File: src/rtl/csa_booth_mul_ctrl_if.sv
// Start/busy/done handshake and operand/result bus between the
// control unit (master) and the Booth carry-save multiplier (slave).
interface csa_booth_mul_ctrl_if #(
    parameter int W = 32
);
    logic         start;
    logic [W-1:0] multiplicand;
    logic [W-1:0] multiplier;
    logic         busy;
    logic         done;
    logic [W-1:0] hi;
    logic [W-1:0] lo;

    modport master (
        output start, multiplicand, multiplier,
        input  busy, done, hi, lo
    );

    modport slave (
        input  start, multiplicand, multiplier,
        output busy, done, hi, lo
    );
endinterface

File: src/rtl/csa_booth_mul_ctrl.sv
// Sequential signed radix-4 Booth multiplier: one partial product per
// cycle folded into a carry-save pair, then one carry-propagate add.
module csa_booth_mul_ctrl #(
    parameter int W = 32
) (
    input logic                 clk,
    input logic                 clr,
    csa_booth_mul_ctrl_if.slave bus
);
    localparam int STEPS = W / 2;
    localparam int W2    = 2 * W;
    localparam int CW    = (STEPS > 1) ? $clog2(STEPS) : 1;

    localparam logic [1:0] IDLE    = 2'd0;
    localparam logic [1:0] ACCUM   = 2'd1;
    localparam logic [1:0] RESOLVE = 2'd2;
    localparam logic [1:0] DONE    = 2'd3;

    logic [1:0]    state_q, state_d;
    logic [CW-1:0] cnt_q, cnt_d;
    logic [W-1:0]  x_q, x_d;
    logic [W-1:0]  y_q, y_d;
    logic [W2-1:0] sum_q, sum_d;
    logic [W2-1:0] carry_q, carry_d;
    logic [W-1:0]  hi_q, hi_d;
    logic [W-1:0]  lo_q, lo_d;
    logic          done_q, done_d;

    logic [W:0]    y_ext;
    logic [2:0]    trip;
    logic [W2-1:0] xs;
    logic [W2-1:0] mag;
    logic [W2-1:0] shifted;
    logic [W2-1:0] pp;
    logic [W2-1:0] sum_n;
    logic [W2-1:0] carry_n;
    logic          neg;

    // Y[-1] = 0 is the appended LSB, so bit 2i of y_ext is Y[2i-1].
    assign y_ext = {y_q, 1'b0};
    assign trip  = 3'(y_ext >> (2 * cnt_q));
    assign xs    = {{W{x_q[W-1]}}, x_q};

    always_comb begin
        mag = '0;
        neg = 1'b0;
        unique case (trip)
            3'b001, 3'b010: mag = xs;
            3'b011:         mag = xs << 1;
            3'b100: begin
                mag = xs << 1;
                neg = 1'b1;
            end
            3'b101, 3'b110: begin
                mag = xs;
                neg = 1'b1;
            end
            default:        mag = '0;
        endcase
    end

    // Complement after shifting so the +1 always lands on bit 0.
    assign shifted = mag << (2 * cnt_q);
    assign pp      = neg ? ~shifted : shifted;
    assign sum_n   = sum_q ^ carry_q ^ pp;
    assign carry_n = (((sum_q & carry_q) | (sum_q & pp) | (carry_q & pp)) << 1)
                   | W2'(neg);

    always_comb begin
        state_d = state_q;
        cnt_d   = cnt_q;
        x_d     = x_q;
        y_d     = y_q;
        sum_d   = sum_q;
        carry_d = carry_q;
        hi_d    = hi_q;
        lo_d    = lo_q;
        done_d  = 1'b0;
        case (state_q)
            IDLE: if (bus.start) begin
                x_d     = bus.multiplicand;
                y_d     = bus.multiplier;
                sum_d   = '0;
                carry_d = '0;
                cnt_d   = '0;
                state_d = ACCUM;
            end
            ACCUM: begin
                sum_d   = sum_n;
                carry_d = carry_n;
                cnt_d   = cnt_q + CW'(1);
                if (cnt_q == CW'(STEPS - 1)) state_d = RESOLVE;
            end
            RESOLVE: begin
                {hi_d, lo_d} = sum_q + carry_q;
                done_d       = 1'b1;
                state_d      = DONE;
            end
            DONE:    state_d = IDLE;
            default: state_d = IDLE;
        endcase
    end

    always_ff @(posedge clk or posedge clr) begin
        if (clr) begin
            state_q <= IDLE;
            cnt_q   <= '0;
            x_q     <= '0;
            y_q     <= '0;
            sum_q   <= '0;
            carry_q <= '0;
            hi_q    <= '0;
            lo_q    <= '0;
            done_q  <= 1'b0;
        end else begin
            state_q <= state_d;
            cnt_q   <= cnt_d;
            x_q     <= x_d;
            y_q     <= y_d;
            sum_q   <= sum_d;
            carry_q <= carry_d;
            hi_q    <= hi_d;
            lo_q    <= lo_d;
            done_q  <= done_d;
        end
    end

    assign bus.busy = (state_q != IDLE);
    assign bus.done = done_q;
    assign bus.hi   = hi_q;
    assign bus.lo   = lo_q;
endmodule

File: src/flat_wrapper.sv
// flat-port wrapper written by rule: the top's interface ports become plain ports
module csa_booth_mul_ctrl_flat 
#(
    parameter int W = 32
)
  (clk, clr, bus_start, bus_multiplicand, bus_multiplier, bus_busy, bus_done, bus_hi, bus_lo);
  csa_booth_mul_ctrl_if #(.W(W)) bus_i ();
  input logic clk;
  input logic clr;
  input wire logic [$bits(bus_i.start)-1:0] bus_start;
  input wire logic [$bits(bus_i.multiplicand)-1:0] bus_multiplicand;
  input wire logic [$bits(bus_i.multiplier)-1:0] bus_multiplier;
  output wire logic [$bits(bus_i.busy)-1:0] bus_busy;
  output wire logic [$bits(bus_i.done)-1:0] bus_done;
  output wire logic [$bits(bus_i.hi)-1:0] bus_hi;
  output wire logic [$bits(bus_i.lo)-1:0] bus_lo;
  assign bus_i.start = bus_start;
  assign bus_i.multiplicand = bus_multiplicand;
  assign bus_i.multiplier = bus_multiplier;
  assign bus_busy = bus_i.busy;
  assign bus_done = bus_i.done;
  assign bus_hi = bus_i.hi;
  assign bus_lo = bus_i.lo;
  csa_booth_mul_ctrl #(.W(W)) u_core (.clk(clk), .clr(clr), .bus(bus_i));
endmodule
File: config.mk
export PLATFORM = sky130hd
export DESIGN_NAME = csa_booth_mul_ctrl_flat
export DESIGN_NICKNAME = d
export VERILOG_FILES = /design/src/rtl/csa_booth_mul_ctrl_if.sv /design/src/rtl/csa_booth_mul_ctrl.sv /design/src/flat_wrapper.sv
export SDC_FILE = /design/constraint.sdc
export NUM_CORES = 1
export LEC_CHECK = 0
export BUFFER_PORTS_ARGS = -buffer_cell sky130_fd_sc_hd__buf_2
export CAP_MARGIN = 20
export CORE_ASPECT_RATIO = 1.75
export CORE_MARGIN = 5
export CORE_UTILIZATION = 42
export CTS_BUF_LIST = sky130_fd_sc_hd__clkbuf_4
export CTS_CLUSTER_DIAMETER = 120
export DETAILED_ROUTE_END_ITERATION = 7
export GPL_TIMING_DRIVEN = 0
export PLACE_DENSITY = 0.63
export SYNTH_ARGS = -nofsm -noshare
export SYNTH_HDL_FRONTEND = slang
export SYNTH_SLANG_ARGS = --single-unit
File: constraint.sdc
create_clock -name clk -period 12.8 [get_ports clk]
set_clock_uncertainty 0.05 [all_clocks]
set_input_delay 3.84 -clock clk [delete_from_list [all_inputs] [get_ports clk]]
set_output_delay 3.84 -clock clk [all_outputs]
set_load 0.05 [all_outputs]
; Yosys cells after proc, flatten, opt, wreduce, memory -nomap -nowiden
; Cells that the tools add are included.
[totals]
register_bits = 263
input_bits = 67
elab_cells = 55
[op_classes]
n_addsub = 2
n_eq_ne = 12
n_shift = 2
mux = 12
bitwise_logic = 9
n_reduce_logical = 9
[op_table]
columns = operator, count
row1 = $pmux 64 s2, 3
row2 = $and 63x63->63, 3
row3 = $mux 64, 2
row4 = $xor 64x64->64, 2
row5 = $or 63x63->63, 2
row6 = $add 64x64->64, 1
row7 = $not 64->64, 1
row8 = $or 64x1->64, 1
row9 = $shl 64x5->64, 1
row10 = $shr 33x5->3, 1
row11 = $eq 3x3->1 const B, 3
row12 = $pmux 2 s4, 1
row13 = $pmux 4 s2, 1
row14 = $eq 3x2->1 const B, 2
row15 = $reduce_and 2->1, 3
row16 = $add 4x1->4 const B, 1
row17 = $eq 2x2->1 const B, 2
row18 = $eq 4x4->1 const B, 1
row19 = $mux 2, 2
row20 = $mux 4, 1
row21 = $reduce_bool 2->1, 2
row22 = $reduce_or 4->1, 1
row23 = $eq 3x1->1 const B, 1
row24 = $reduce_or 3->1, 1
row25 = 6 further kinds, 7

; Depth between registers and ports, before layout
[logic_depth]
ltp_word = 12
depth_mapped = 23
mapped_depth_nobuf = 18

; Worst setup path after synthesis
; No wires, ideal clock.
[synth_timing]
path_type = input port to flip-flop
from = in bus_start
to = reg u_core.x_q[0]
arrival_time_ns = 4.906
required_time_ns = 12.625
setup_slack_ns = 7.719
stages = 4
cell_sequence = nand2_1 > clkbuf_1 > clkbuf_1 > mux2_2
[synth_via]
elab_chain_len = 1
[synth_rtl]
columns = element, line
row1 = start: declaration, flat_wrapper.sv:10  ; input wire logic [$bits(bus_i.start)-1:0] bus_start;
row2 = $reduce_and 2->1 (no source line), n/a
row3 = end signal: assignment, csa_booth_mul_ctrl.sv:108  ; x_q <= '0;
row4 = end signal: assignment, csa_booth_mul_ctrl.sv:118  ; x_q <= x_d;
row5 = end: declaration, csa_booth_mul_ctrl.sv:21  ; logic [W-1:0] x_q, x_d;
; Every way passes these cells.
; A chain may end at the register's enable or synchronous reset.

; Worst setup path after layout
[layout_timing]
from = reg u_core.cnt_q[1]
to = reg u_core.sum_q[31]
[layout_via]
elab_chain_len = 9
elab_cells_between_ends = 17
cone_classes = eq/ne: 6 / shift: 2 / mux: 4 / bitwise: 2 / reduce/logical: 3
[layout_rtl]
columns = element, line
row1 = start: declaration, csa_booth_mul_ctrl.sv:20  ; logic [CW-1:0] cnt_q, cnt_d;
row2 = start signal: assignment, csa_booth_mul_ctrl.sv:117  ; cnt_q <= cnt_d;
row3 = $shr 33x5->3, csa_booth_mul_ctrl.sv:41  ; assign trip = 3'(y_ext >> (2 * cnt_q));
row4 = "$eq 3x1->1, or another cell as far along", csa_booth_mul_ctrl.sv:47  ; unique case (trip)
row5 = $reduce_or 4->1 (no source line) / $reduce_or 2->1 (equally long branches), n/a
row6 = $pmux 64 s2, csa_booth_mul_ctrl.sv:47
row7 = $shl 64x5->64, csa_booth_mul_ctrl.sv:63  ; assign shifted = mag << (2 * cnt_q);
row8 = $not 64->64, csa_booth_mul_ctrl.sv:64  ; assign pp = neg ? ~shifted : shifted;
row9 = $mux 64 (*), csa_booth_mul_ctrl.sv:64
row10 = $xor 64x64->64 (*), csa_booth_mul_ctrl.sv:65  ; assign sum_n = sum_q ^ carry_q ^ pp;
row11 = $pmux 64 s2 (*), csa_booth_mul_ctrl.sv:79  ; case (state_q)
row12 = end signal: assignment, csa_booth_mul_ctrl.sv:120  ; sum_q <= sum_d;
row13 = end: declaration, csa_booth_mul_ctrl.sv:23  ; logic [W2-1:0] sum_q, sum_d;
; Every way passes the cells marked *; elsewhere a longest branch is shown, timed or not.

==> reports/results.ini <==
[grt]
gr-usage-met2_pct=43.0
gr-usage-all-layers_pct=23.7
grt_use_met3_pct=3.48
grt_util_met1_pct=26.1
grt_pass1_vias=16500
grt_remaining_overflow=0
antenna_found_initial=1
grt_pass1_wl_um=90400
grt.busiest_layer=met2
grt_start_max_net_pins=98

[placement]
io_buffers=132
place_congestion=0.969
place_ws_ns=5.97
place_hpwl_um=44400

[yosys]
synth-main-ff-cell=dfrtp_1
seq_area_frac_synth_pct=36.3
yosys_warnings=0
synth_cell_types=70
synth-seq-cells=263
syn_inst=1974
syn_area_per_cell_um2=9.17
syn_nets=2176
synth_edf_count=0
async_reset_ff_share_pct=100
synthesis.area_um2=18100

[floorplanning]
die_h_um=285
row_count=100
dieWidth_um=167
start_util_pct=42.4
die_area_um2=47500
core_area_um2=42700
ios=133

[clocking]
clock_path_buffers=3
cts_tree=done
clk_latency_ns=0.73
cts_max_level=3
hold_buffers=0
clock-sinks=263
path_clk_slew_ns=0.07
cts_buffers=68
cts_root_buf=clkbuf_4
post_cts_buffers=0
post_cts_resized=0

[layout]
synthToLayoutAreaGrowth_pct=12.7
layout.nets=2381
multi_input_area_um2=10500
regArea_um2=6580
fillers=4181
final_common_cell=nand2_1
final_cell_mix=nand2_1 (283), dfrtp_1 (263), o21ai_0 (180), a21oi_1 (147), inv_1 (145)
layout-drive-gt1-share_pct=17.5

[detailed_routing]
vias=15500
drc=0
drt_pre_antenna_iters=6
vias_per_cell=5.57
finalWirelength_um=55800
drt_iter0_markers=878
antenna_left=0
wl_per_cell_um=20.1

[timing]
max_freq_ghz=0.147
drv_slew=0
tightest_slew_ns=1.04
min_period_over_period_pct=53.1
fin_crit_ns=6.79
tns_ns=0
timing_hold_violations_final=0
fin_hold_ws_ns=0.435
slew_headroom_pct=28.7
postLayoutSetupSlackWorst_ns=6.01
rsz0062_at_grt=no
setup_viol_count_final=0

[worst_setup_path]
worstReg2RegEnd=u_core.sum_q[31]
start_kind=register
reg2reg_depth=18
path_class=reg -> reg
rrSetupSlack_ns=6.01
r2r_start=u_core.cnt_q[1]
startpoint=u_core.cnt_q[1]
cp-endpoint=u_core.sum_q[31]
worstPathMaxFanout=10
worstPathArrival_ns=7.39
end_kind=register
required_ns=13.40

[status]
status=finished, final reports clean

[min_path]
hold_path.class=reg -> reg

[job]
max_cap_viol_count=0

[metrics by stage]
| stage | util, % | area (um2) | instances |
|---|---|---|---|
| 2_1_floorplan | - | 18100 | 1974 |
| 3_3_place_gp | 45.6 | 19500 | 2667 |
| 3_5_place_dp | 45.8 | 19500 | 2670 |
| 4_1_cts | 47.8 | 20400 | 2780 |
| 5_1_grt | 47.8 | 20400 | 2781 |
| 6_report | 47.8 | 20400 | 2781 |
[cells in the mapped netlist, types with 4 or more instances]
cell type  count  share of area (%)
o21bai_1      17               0.70
a21oi_1      147                4.1
dfrtp_1      263                 36
o21ai_0      180                5.0
a22o_1         5               0.24
mux2_2       118                7.3
a21boi_0       7               0.29
a21o_1        29                1.2
and2_1        10               0.35
a32oi_1        6               0.29
or3_1          5               0.17
o22ai_1        6               0.21
inv_1        146                3.0
fa_1          64                7.1
a31oi_1       30                1.0
nor2b_1        9               0.31
nor2_1        84                1.7
xor2_1        34                1.6
o21a_1         9               0.37
nor3_1        15               0.41
a221o_1        6               0.33
buf_1          9               0.19
o21ai_1        7               0.19
a211oi_1      11               0.46
mux4_2        13                1.6
nand4_1       17               0.59
nand2_1      283                5.9
nand2b_1       7               0.24
buf_2          4               0.11
and3_1        22               0.76
clkbuf_1     102                2.1
mux2i_1       21                1.2
a22oi_1       36                1.5
xnor2_1       88                4.3
ha_1          71                4.9
o31ai_1        7               0.29
o211ai_1       6               0.25
a2111oi_0      4               0.19
nor4_1         4               0.14
nand3_1       20               0.55
[how the worst min path moves through the flow]
stage	startpoint	to	slack, ns	depth (start not counted)
finish	u_core.bus.lo[5]	u_core.bus.lo[5]	0.43	2
global route	u_core.bus.hi[12]	u_core.bus.hi[12]	0.47	2
CTS	u_core.bus.lo[21]	u_core.bus.lo[21]	0.44	2
detailed placement	u_core.bus.lo[21]	u_core.bus.lo[21]	0.42	2
global placement	u_core.bus.lo[21]	u_core.bus.lo[21]	0.42	2
floorplan	u_core.sum_q[63]	u_core.sum_q[63]	0.42	1
[cell type report]
type | instances | share of cell area [%]
Timing Repair Buffer | 135 | 3.52
Buffer | 117 | 2.23
Antenna cell | 1 | 0.0123
Sequential cell | 263 | 32.2
Clock inverter | 17 | 0.858
Tap cell | 561 | 3.44
Multi-Input combinational cell | 1445 | 51.5
Clock buffer | 93 | 3.42
Inverter | 149 | 2.78
[worst max-delay path, cell delays in order (launching register included)]
cell	delay [ns]
dfrtp_1	0.35
clkbuf_1	0.45
buf_1	0.48
clkbuf_1	0.67
mux4_2	0.42
mux4_2	0.52
inv_1	0.10
ha_1	0.12
clkbuf_1	0.32
clkbuf_1	0.47
clkbuf_1	0.50
a21oi_1	0.14
a22oi_1	0.40
a21oi_2	0.18
mux2i_1	0.32
mux2i_1	0.16
xnor2_1	0.39
fa_1	0.48
o21ai_0	0.16
[flip-flops by register name, summed over array words and instances (netlist names)]
register,cells
u_core.bus.done,1
u_core.cnt_q,4
u_core.y_q,32
u_core.state_q,2
u_core.bus.lo,32
u_core.x_q,32
u_core.bus.hi,32
u_core.sum_q,64
u_core.carry_q,64
[logic make-up after synthesis]
group	share of synthesized area, %
compound gates	18.4
simple gates	11.5
fa+ha+maj	12.0
mux	10.3
buf+inv	5.60
flops	36.3
xor+xnor	5.90
[routing by layer]
| layer | share of wire (%) | up-vias |
|---|---|---|
| met3 | 4.2 | 153 |
| met4 | 6.0 | 0 |
| li1 | - | 7334 |
| met5 | 0 | - |
| met2 | 52 | 470 |
| met1 | 37 | 7535 |
Power is left out: the tool's default activity adds up to more than one toggle a clock period on the data nets, which glitch-free logic cannot reach.
